<file path="src/rtl/l1i_axi_bridge_if.sv">
// AXI4 master-side bus bundle between the L1I bridge and memory.
// The master modport is the bridge view, the slave modport the memory view.
interface l1i_axi_bridge_if #(
    parameter int ID_W = 4
);
    logic [ID_W-1:0] AWID;
    logic [31:0]     AWADDR;
    logic [7:0]      AWLEN;
    logic [2:0]      AWSIZE;
    logic [1:0]      AWBURST;
    logic            AWVALID;
    logic            AWREADY;

    logic [31:0]     WDATA;
    logic [3:0]      WSTRB;
    logic            WLAST;
    logic            WVALID;
    logic            WREADY;

    logic [ID_W-1:0] BID;
    logic [1:0]      BRESP;
    logic            BVALID;
    logic            BREADY;

    logic [ID_W-1:0] ARID;
    logic [31:0]     ARADDR;
    logic [7:0]      ARLEN;
    logic [2:0]      ARSIZE;
    logic [1:0]      ARBURST;
    logic            ARVALID;
    logic            ARREADY;

    logic [ID_W-1:0] RID;
    logic [31:0]     RDATA;
    logic [1:0]      RRESP;
    logic            RLAST;
    logic            RVALID;
    logic            RREADY;

    modport master (
        output AWID, AWADDR, AWLEN, AWSIZE, AWBURST, AWVALID,
        output WDATA, WSTRB, WLAST, WVALID,
        output BREADY,
        output ARID, ARADDR, ARLEN, ARSIZE, ARBURST, ARVALID,
        output RREADY,
        input  AWREADY, WREADY, BID, BRESP, BVALID,
        input  ARREADY, RID, RDATA, RRESP, RLAST, RVALID
    );

    modport slave (
        input  AWID, AWADDR, AWLEN, AWSIZE, AWBURST, AWVALID,
        input  WDATA, WSTRB, WLAST, WVALID,
        input  BREADY,
        input  ARID, ARADDR, ARLEN, ARSIZE, ARBURST, ARVALID,
        input  RREADY,
        output AWREADY, WREADY, BID, BRESP, BVALID,
        output ARREADY, RID, RDATA, RRESP, RLAST, RVALID
    );
endinterface

</file>
<file path="src/rtl/l1i_axi_bridge.sv">
// L1 instruction-cache memory-side bridge: cache word requests -> AXI4 reads/writes.
// Define L1I_AXI_BURST_EN to refill a line with one INCR burst instead of single-beat reads.
module l1i_axi_bridge #(
    parameter int            ID_W       = 4,
    parameter logic [ID_W-1:0] MST_ID   = '0,
    parameter int            LINE_WORDS = 4
) (
    input  logic        ACLK,
    input  logic        ARESETn,
    input  logic        I_req,
    input  logic [31:0] I_addr,
    input  logic        I_write,
    input  logic [31:0] I_in,
    input  logic [2:0]  I_type,
    output logic [31:0] I_out,
    output logic        I_wait,
    output logic        bus_err,
    l1i_axi_bridge_if.master axi
);
    localparam int CNT_W = (LINE_WORDS > 1) ? $clog2(LINE_WORDS) : 1;
`ifdef L1I_AXI_BURST_EN
    localparam bit BURST_EN = 1'b1;
`else
    localparam bit BURST_EN = 1'b0;
`endif

    typedef enum logic [2:0] {S_IDLE, S_AR, S_R, S_AWW, S_B} state_t;

    state_t           state, state_nxt;
    logic [CNT_W-1:0] cnt;
    logic             aw_done, w_done;
    logic [31:0]      addr_q, data_q;
    logic [2:0]       type_q;
    logic             r_fire, aw_fire, w_fire, b_fire, r_last, rlast_exp;
    logic             unused_ids;

    function automatic logic [3:0] wstrb_calc(input logic [2:0] t, input logic [1:0] a);
        logic [3:0] s;
        case (t)
            3'b010:         s = 4'b1111;
            3'b001, 3'b101: s = 4'b0011 << {a[1], 1'b0};
            3'b000, 3'b100: s = 4'b0001 << a;
            default:        s = 4'b0000;
        endcase
        return s;
    endfunction

    assign unused_ids = ^{axi.RID, axi.BID};

    assign r_last    = (cnt == CNT_W'(LINE_WORDS - 1));
    assign rlast_exp = BURST_EN ? r_last : 1'b1;
    assign r_fire    = (state == S_R) && axi.RVALID;
    assign aw_fire   = axi.AWVALID && axi.AWREADY;
    assign w_fire    = axi.WVALID && axi.WREADY;
    assign b_fire    = (state == S_B) && axi.BVALID;

    assign axi.AWID    = MST_ID;
    assign axi.AWADDR  = addr_q;
    assign axi.AWLEN   = 8'd0;
    assign axi.AWSIZE  = 3'd2;
    assign axi.AWBURST = 2'b01;
    assign axi.WDATA   = data_q;
    assign axi.WSTRB   = wstrb_calc(type_q, addr_q[1:0]);
    assign axi.WLAST   = 1'b1;
    assign axi.ARID    = MST_ID;
    assign axi.ARSIZE  = 3'd2;
    assign axi.ARBURST = 2'b01;
    assign axi.ARLEN   = BURST_EN ? 8'(LINE_WORDS - 1) : 8'd0;
    // Single-beat refills walk the line one word per AR using the beat counter.
    assign axi.ARADDR  = BURST_EN ? addr_q : addr_q + {{(30-CNT_W){1'b0}}, cnt, 2'b00};

    always_ff @(posedge ACLK or negedge ARESETn) begin
        if (!ARESETn) begin
            state   <= S_IDLE;
            cnt     <= '0;
            aw_done <= 1'b0;
            w_done  <= 1'b0;
            bus_err <= 1'b0;
        end else begin
            state <= state_nxt;
            if (state == S_AWW) begin
                if (state_nxt == S_B) begin
                    aw_done <= 1'b0;
                    w_done  <= 1'b0;
                end else begin
                    if (aw_fire) aw_done <= 1'b1;
                    if (w_fire)  w_done  <= 1'b1;
                end
            end
            if (r_fire) begin
                cnt <= r_last ? '0 : cnt + 1'b1;
                if (axi.RRESP != 2'b00 || axi.RLAST != rlast_exp) bus_err <= 1'b1;
            end
            if (b_fire && axi.BRESP != 2'b00) bus_err <= 1'b1;
        end
    end

    // Request payload is only meaningful while a transaction is in flight.
    always_ff @(posedge ACLK) begin
        if (state == S_IDLE && I_req) begin
            addr_q <= I_write ? I_addr : {I_addr[31:4], 4'h0};
            data_q <= I_in;
            type_q <= I_type;
        end
    end

    always_comb begin
        state_nxt   = state;
        I_wait      = 1'b1;
        I_out       = 32'd0;
        axi.ARVALID = 1'b0;
        axi.RREADY  = 1'b0;
        axi.AWVALID = 1'b0;
        axi.WVALID  = 1'b0;
        axi.BREADY  = 1'b0;
        case (state)
            S_IDLE: begin
                I_wait = I_req;
                if (I_req) state_nxt = I_write ? S_AWW : S_AR;
            end
            S_AR: begin
                axi.ARVALID = 1'b1;
                if (axi.ARREADY) state_nxt = S_R;
            end
            S_R: begin
                axi.RREADY = 1'b1;
                I_out      = axi.RDATA;
                I_wait     = ~axi.RVALID;
                if (axi.RVALID) state_nxt = r_last ? S_IDLE : (BURST_EN ? S_R : S_AR);
            end
            S_AWW: begin
                axi.AWVALID = ~aw_done;
                axi.WVALID  = ~w_done;
                if ((aw_done || aw_fire) && (w_done || w_fire)) state_nxt = S_B;
            end
            S_B: begin
                axi.BREADY = 1'b1;
                I_wait     = ~axi.BVALID;
                if (axi.BVALID) state_nxt = S_IDLE;
            end
            default: state_nxt = S_IDLE;
        endcase
    end
endmodule

</file>
<file path="src/flat_wrapper.sv">
// flat-port wrapper written by rule: the top's interface ports become plain ports
module l1i_axi_bridge_flat 
#(
    parameter int            ID_W       = 4,
    parameter logic [ID_W-1:0] MST_ID   = '0,
    parameter int            LINE_WORDS = 4
)
  (ACLK, ARESETn, I_req, I_addr, I_write, I_in, I_type, I_out, I_wait, bus_err, axi_AWID, axi_AWADDR, axi_AWLEN, axi_AWSIZE, axi_AWBURST, axi_AWVALID, axi_WDATA, axi_WSTRB, axi_WLAST, axi_WVALID, axi_BREADY, axi_ARID, axi_ARADDR, axi_ARLEN, axi_ARSIZE, axi_ARBURST, axi_ARVALID, axi_RREADY, axi_AWREADY, axi_WREADY, axi_BID, axi_BRESP, axi_BVALID, axi_ARREADY, axi_RID, axi_RDATA, axi_RRESP, axi_RLAST, axi_RVALID);
  l1i_axi_bridge_if #(.ID_W(ID_W)) axi_i ();
  input  logic ACLK;
  input  logic ARESETn;
  input  logic I_req;
  input  logic [31:0] I_addr;
  input  logic I_write;
  input  logic [31:0] I_in;
  input  logic [2:0] I_type;
  output logic [31:0] I_out;
  output logic I_wait;
  output logic bus_err;
  output wire logic [$bits(axi_i.AWID)-1:0] axi_AWID;
  output wire logic [$bits(axi_i.AWADDR)-1:0] axi_AWADDR;
  output wire logic [$bits(axi_i.AWLEN)-1:0] axi_AWLEN;
  output wire logic [$bits(axi_i.AWSIZE)-1:0] axi_AWSIZE;
  output wire logic [$bits(axi_i.AWBURST)-1:0] axi_AWBURST;
  output wire logic [$bits(axi_i.AWVALID)-1:0] axi_AWVALID;
  output wire logic [$bits(axi_i.WDATA)-1:0] axi_WDATA;
  output wire logic [$bits(axi_i.WSTRB)-1:0] axi_WSTRB;
  output wire logic [$bits(axi_i.WLAST)-1:0] axi_WLAST;
  output wire logic [$bits(axi_i.WVALID)-1:0] axi_WVALID;
  output wire logic [$bits(axi_i.BREADY)-1:0] axi_BREADY;
  output wire logic [$bits(axi_i.ARID)-1:0] axi_ARID;
  output wire logic [$bits(axi_i.ARADDR)-1:0] axi_ARADDR;
  output wire logic [$bits(axi_i.ARLEN)-1:0] axi_ARLEN;
  output wire logic [$bits(axi_i.ARSIZE)-1:0] axi_ARSIZE;
  output wire logic [$bits(axi_i.ARBURST)-1:0] axi_ARBURST;
  output wire logic [$bits(axi_i.ARVALID)-1:0] axi_ARVALID;
  output wire logic [$bits(axi_i.RREADY)-1:0] axi_RREADY;
  input wire logic [$bits(axi_i.AWREADY)-1:0] axi_AWREADY;
  input wire logic [$bits(axi_i.WREADY)-1:0] axi_WREADY;
  input wire logic [$bits(axi_i.BID)-1:0] axi_BID;
  input wire logic [$bits(axi_i.BRESP)-1:0] axi_BRESP;
  input wire logic [$bits(axi_i.BVALID)-1:0] axi_BVALID;
  input wire logic [$bits(axi_i.ARREADY)-1:0] axi_ARREADY;
  input wire logic [$bits(axi_i.RID)-1:0] axi_RID;
  input wire logic [$bits(axi_i.RDATA)-1:0] axi_RDATA;
  input wire logic [$bits(axi_i.RRESP)-1:0] axi_RRESP;
  input wire logic [$bits(axi_i.RLAST)-1:0] axi_RLAST;
  input wire logic [$bits(axi_i.RVALID)-1:0] axi_RVALID;
  assign axi_AWID = axi_i.AWID;
  assign axi_AWADDR = axi_i.AWADDR;
  assign axi_AWLEN = axi_i.AWLEN;
  assign axi_AWSIZE = axi_i.AWSIZE;
  assign axi_AWBURST = axi_i.AWBURST;
  assign axi_AWVALID = axi_i.AWVALID;
  assign axi_WDATA = axi_i.WDATA;
  assign axi_WSTRB = axi_i.WSTRB;
  assign axi_WLAST = axi_i.WLAST;
  assign axi_WVALID = axi_i.WVALID;
  assign axi_BREADY = axi_i.BREADY;
  assign axi_ARID = axi_i.ARID;
  assign axi_ARADDR = axi_i.ARADDR;
  assign axi_ARLEN = axi_i.ARLEN;
  assign axi_ARSIZE = axi_i.ARSIZE;
  assign axi_ARBURST = axi_i.ARBURST;
  assign axi_ARVALID = axi_i.ARVALID;
  assign axi_RREADY = axi_i.RREADY;
  assign axi_i.AWREADY = axi_AWREADY;
  assign axi_i.WREADY = axi_WREADY;
  assign axi_i.BID = axi_BID;
  assign axi_i.BRESP = axi_BRESP;
  assign axi_i.BVALID = axi_BVALID;
  assign axi_i.ARREADY = axi_ARREADY;
  assign axi_i.RID = axi_RID;
  assign axi_i.RDATA = axi_RDATA;
  assign axi_i.RRESP = axi_RRESP;
  assign axi_i.RLAST = axi_RLAST;
  assign axi_i.RVALID = axi_RVALID;
  l1i_axi_bridge #(.ID_W(ID_W), .MST_ID(MST_ID), .LINE_WORDS(LINE_WORDS)) u_core (.ACLK(ACLK), .ARESETn(ARESETn), .I_req(I_req), .I_addr(I_addr), .I_write(I_write), .I_in(I_in), .I_type(I_type), .I_out(I_out), .I_wait(I_wait), .bus_err(bus_err), .axi(axi_i));
endmodule
</file>
<file path="config.mk">
export PLATFORM = sky130hd
export DESIGN_NAME = l1i_axi_bridge_flat
export DESIGN_NICKNAME = d
export VERILOG_FILES = /design/src/rtl/l1i_axi_bridge_if.sv /design/src/rtl/l1i_axi_bridge.sv /design/src/flat_wrapper.sv
export SDC_FILE = /design/constraint.sdc
export NUM_CORES = 1
export LEC_CHECK = 0
export CAP_MARGIN = 30
export CELL_PAD_IN_SITES_DETAIL_PLACEMENT = 1
export CELL_PAD_IN_SITES_GLOBAL_PLACEMENT = 2
export CORE_ASPECT_RATIO = 0.5
export CORE_MARGIN = 3
export CORE_UTILIZATION = 20
export DETAILED_ROUTE_END_ITERATION = 10
export PLACE_DENSITY_LB_ADDON = 0.1
export SYNTH_ARGS = -nofsm -noshare
export SYNTH_HDL_FRONTEND = slang
export SYNTH_SLANG_ARGS = --single-unit
export TNS_END_PERCENT = 50
</file>
<file path="constraint.sdc">
create_clock -name ACLK -period 6.8 [get_ports ACLK]
set_input_delay 1.02 -clock ACLK [delete_from_list [all_inputs] [get_ports ACLK]]
set_output_delay 1.02 -clock ACLK [all_outputs]
set_load 0.05 [all_outputs]
</file>
=== Word-level counts from Yosys, hierarchy flattened ===
Index checks and enable logic that the tools add are counted.

* Word-level logic and storage cells: 75
* Input bits: 121
* Register bits after elaboration: 75
* Output and inout bits: 174

* Shift operators: 2
* Eq/ne operators: 10
* Bitwise logic cells: 5
* Reductions and logical operators: 23
* Muxes and demuxes: 24
* Add/sub/neg operators: 2

{| class="wikitable"
|+ Operators with widths
! kind !! number
|-
| $add 32x4->32 || 1
|-
| $mux 32 || 1
|-
| $mux 3 || 5
|-
| $pmux 3 s5 || 1
|-
| $mux 1 || 13
|-
| $eq 3x3->1 const B || 4
|-
| $pmux 4 s3 || 1
|-
| $reduce_bool 2->1 || 6
|-
| $eq 3x2->1 const B || 3
|-
| $logic_and 1x1->1 || 7
|-
| $eq 3x1->1 const B || 2
|-
| $logic_not 3->1 || 2
|-
| $reduce_and 2->1 || 3
|-
| $not 1->1 || 5
|-
| $mux 2 || 2
|-
| $reduce_or 2->1 || 2
|-
| $shl 1x2->4 const A || 1
|-
| $shl 2x2->4 const A || 1
|-
| $logic_or 1x1->1 || 3
|-
| $pmux 1 s3 || 1
|-
| $add 2x1->2 const B || 1
|-
| $eq 2x2->1 const B || 1
|}

=== Longest topological paths before layout ===
* Word-level depth: 10
* Gate-level depth with buffers: 8
* Gate-level depth less buffers: 7

=== Worst setup path before layout ===
Ideal clock, no wire load.

* Kind: reg2out
* Start point: register u_core.addr_q[2], in the netlist u_core.axi.AWADDR[2]
* End point: output port axi_ARADDR[22]
* Path buffers: 1
* Cell stages (with the launch flop): 9
* Required time: 5780 ps
* Slack: 2961 ps
* Arrival time: 2819 ps
* Cell sequence: edfxtp_1 ha_1 inv_1 fa_1 and4b_1 buf_2 nand3_1 nor3_1 xor2_1

* Longest elaborated chain between the ends: 1

{| class="wikitable"
|+ RTL lines
! element !! RTL line !! source
|-
| from (decl) || l1i_axi_bridge.sv:32 || <nowiki>logic [31:0] addr_q, data_q;</nowiki>
|-
| from (signal assigned) || l1i_axi_bridge.sv:101 || <nowiki>addr_q <= I_write ? I_addr : {I_addr[31:4], 4'h0};</nowiki>
|-
| $add 32x4->32 || l1i_axi_bridge.sv:70 || <nowiki>assign axi.ARADDR = BURST_EN ? addr_q : addr_q + {{(30-CNT_W){1'b0}}, cnt, 2'b00};</nowiki>
|-
| to (decl) || flat_wrapper.sv:32 || <nowiki>output wire logic [$bits(axi_i.ARADDR)-1:0] axi_ARADDR;</nowiki>
|}

No other way between the ends.

=== Worst setup path in the final report ===
* Start point: register u_core.cnt[0]
* End point: output port axi_ARADDR[24]

* Longest elaborated chain between the ends: 1

{| class="wikitable"
|+ RTL lines
! element !! RTL line !! source
|-
| from (decl) || l1i_axi_bridge.sv:30 || <nowiki>logic [CNT_W-1:0] cnt;</nowiki>
|-
| from (signal assigned) || l1i_axi_bridge.sv:91 || <nowiki>cnt <= r_last ? '0 : cnt + 1'b1;</nowiki>
|-
| $add 32x4->32 || l1i_axi_bridge.sv:70 ||
|}

No other way between the ends.

==> flow_summary.yaml <==
outcome:
  outcome: "completed"
finish:
  multiInputGateArea_sq_um: 1250
  layout_cells_sized_above_1_pct: 4.00
  sequential_cell_area_sq_um: 2210
  syn_to_final_growth_pct: 78.3
  antenna_cells: 0
  final.fill_count: 1922
  post_layout_nonfiller_instances: 784
  layout.nets: 672
global_routing:
  met2_usage_pct: 24.2
  grt_antenna_before_repair: 0
  global_route.usage.met3_pct: 4.74
  grt_util_all_layers_pct: 12.7
  grt_max_degree: 50
  global_route_wire_length_before_repair_mm: 19.2
  number_of_global_route_vias_before_repair: 3307
  global_route.peak_usage_layer: "met2"
  gr_met1_demand_resource_pct: 13.4
  globalRoute.totalOverflow: 0
clock_tree:
  cts_buffers: 9
  clk_latency_ns: 0.33
  ctsLongestPathBuffers: 2
  clock_tree.htree_level_count: 3
  number_of_gates_given_a_new_drive_strength_after_cts: 0
  numClockSinks: 75
  cts_root_buffer: "clkbuf_16"
  clkSlewWorstSetupHoldPaths_ns: 0.05
  post_cts.repair.setup_buffers: 0
  tritoncts: "built"
  cts_hold_buf: 0
timing:
  min_period_ns: 4.40
  rsz_0062_raised_after_global_routing: "false"
  slew_violations: 0
  tightest_slew_ns: 0.961
  setup_viol_count_final: 0
  layout_skew_ns: 0.00409
  max_slew_margin_pct: 35.9
  fmax_mhz: 227
  setup_total_negative_slack_ns: 0
  fin_crit_sh_pct: 64.7
  final_hold_viols: 0
synthesis:
  synth_enable_flop_cells: 67
  yosys_register_bits: 75
  post_synth_xor_area_fraction_pct: 6.66
  ys_async_sr_fraction_pct: 10.7
  netlist_top_cells_area: "edfxtp_1 (55%), buf_4 (8.0%), and2_1 (6.6%)"
  synth_top_family_by_area: "simple AND/OR/NAND/NOR gates"
  adder_cell_share_of_the_synthesized_area_pct: 1.56
  leading_post_synthesis_cells_by_instance_count: "edfxtp_1 (67), and2_1 (39), buf_4 (39)"
  ys_types: 39
  synth_seq_area_share_pct: 60.1
  synth_simple_gate_area_share_pct: 18.5
  yosys.area.top_type_share_pct: 54.7
  synth-warning-count: 0
  synth.most_common_cell: "edfxtp_1"
  post_synth_instance_area_sq_um: 3680
  synth.area.mux_share_pct: 0.306
  synth-compound-area-share_pct: 3.16
  syn-mean-instance-area_sq_um: 12.5
  synth_flop_cell: "edfxtp_1"
  cell_count_after_synthesis: 295
  synth_top_cell_by_area: "edfxtp_1"
setup_path:
  crit_path_max_incr_delay_ns: 0.85
  worstPathMaxFanout: 6
  worst-path-buf-inv: 2
  critPathTopFamily: "simple AND/OR/NAND/NOR gates"
  timing.setup.critical_path_class: "flop to primary output"
  cp_startpoint_kind: "flop"
  slowest_stage: "clkdlybuf4s50_1"
  cp_data_required_time_ns: 5.78
  end_kind: "primary output"
  critical_path_data_arrival_time_ns: 3.38
  timing.critical_path.cells: "ha_1 > inv_1 > fa_1 > and4b_1 > nand3_1 > nor3_1 > xor2_1 > clkdlybuf4s50_1"
die:
  initial_utilization_pct: 20.8
  fp.dieH_um: 102
  fp.coreArea_sq_um: 17700
  io-pin-count: 295
  floorplan.die.width_um: 198
  die_area_sq_um: 20200
  rows: 34
power:
  power.share.clock_pct: 15.8
  p_sw_share_pct: 48.7
  power_frac_seq_pct: 27.4
  peakVddDrop_uv: 161
  net-switching-power_w: 0.00128
  p_int_w: 0.00135
  p_per_area_nw_per_um2: 401
  combinationalPowerShare_pct: 56.8
  power.static_leakage_nw: 2.39
drt:
  routed-via-count: 3061
  routed_wl_mm: 13.3
  drtAntennaViolNets: 0
  routed_wire_length_per_instance_um: 16.9
  drt_first_iter_violations: 92
  detail_route.first_pass.iterations: 3
  route.detailed.vias_per_inst: 3.90
  drcViolationCount: 0
placed_design:
  placed_cells_incl_taps: 770
  numPortBuffers: 251
  routabilityCongestion: 0.707
  dp_hpwl_mm: 11.1
job:
  max_cap_violations: 0
hold_path:
  min-delay-path-class: "flop to flop"
==> layout make-up <==
cell class,count,area share [%]
clock inverter,4,0.305
inverter,10,0.572
tap,234,4.46
sequential,75,33.7
timing repair buffer,252,38.4
multi-input combinational,199,19.0
clock buffer,10,3.49
==> path summary, 6_finish.rpt <==
| kind | cells past startpoint | startpoint | to | slack [ns] |
|---|---|---|---|---|
| max | 8 | u_core.cnt[0] | axi_ARADDR[24] | 2.40 |
| min | 1 | u_core.bus_err | u_core.bus_err | 0.48 |
| max reg2reg | 3 | u_core.state[0] | u_core.axi.WDATA[24] | 4.61 |
| min reg2reg | 1 | u_core.bus_err | u_core.bus_err | 0.48 |
| max in group asynchronous | 1 | ARESETn | u_core.state[0] | 5.50 |
| min in group asynchronous | 1 | ARESETn | u_core.bus_err | 1.00 |
==> per-stage QoR <==
step                      cell area (sq um)  setup slack [ns]  power, W  hold WS (ns)  utilization, %
after floorplan                        3800              2.96   0.00172         0.485               -
after global placement                 6310              2.67   0.00224         0.459            35.7
after detailed placement               6310              2.66   0.00224         0.476            35.7
after CTS                              6560              2.29   0.00267         0.491            37.1
after global routing                   6560              2.10   0.00276         0.520            37.1
final                                  6560              2.40   0.00263         0.482            37.1
==> kinds of logic after synthesis <==
family                   Yosys count
AO/OA/AOI/OAI                     18
AND/OR/NAND/NOR                  113
buffers and inverters             54
XOR/XNOR                          28
adder cells (fa/ha/maj)            4
other                              2
multiplexers                       1
flip-flops                        75
==> worst reg2reg max path, stage by stage, from the launching register on <==
cell and delay (ns):
dfrtp_1 0.50, nor2_1 0.16, and2_2 0.48, buf_4 0.63
==> state kept, by name (all words and copies together), names as in the netlist <==
signal / cells
u_core.aw_done: 1
u_core.axi.AWADDR: 32
u_core.axi.WDATA: 32
u_core.bus_err: 1
u_core.cnt: 2
u_core.state: 3
u_core.type_q: 3
u_core.w_done: 1
==> cells in the final DEF, fill, tap and decap left out, types with 2 or more instances in the layout <==
cell / Yosys / routed
clkdlybuf4s50_1: 0 / 251
and3_1: 2 / 2
a21o_1: 2 / 2
o31ai_1: 4 / 4
nor4_1: 4 / 4
a211oi_1: 2 / 2
inv_1: 10 / 10
clkbuf_16: 0 / 9
edfxtp_1: 67 / 67
clkinv_1: 0 / 2
nand4_1: 4 / 4
nand3_1: 10 / 10
conb_1: 2 / 35
o22ai_1: 2 / 2
nor3_1: 6 / 6
and4_1: 4 / 4
and2_1: 39 / 38
nand2_1: 13 / 13
ha_1: 3 / 3
dfrtp_1: 8 / 8
nor2_1: 15 / 15
o21ai_0: 2 / 2
a21oi_1: 5 / 5
nor2b_1: 5 / 5
xor2_1: 13 / 13
xnor2_1: 15 / 15
==> per-layer routing <==
layer | up-vias | routed length [um]
met4 | 0 | 171
li1 | 1464 | -
met2 | 128 | 7100
met1 | 1455 | 4970
met5 | - | 0
met3 | 14 | 1010
==> power groups by stage <==
stage	sequential, W	clock (W)	combinational [W]
floorplan	0.000955	0	0.000760
global placement	0.000730	0	0.00151
detailed placement	0.000731	0	0.00151
CTS	0.000723	0.000430	0.00151
global route	0.000738	0.000451	0.00157
finish	0.000720	0.000415	0.00149
(Power assumes the default switching activity.)
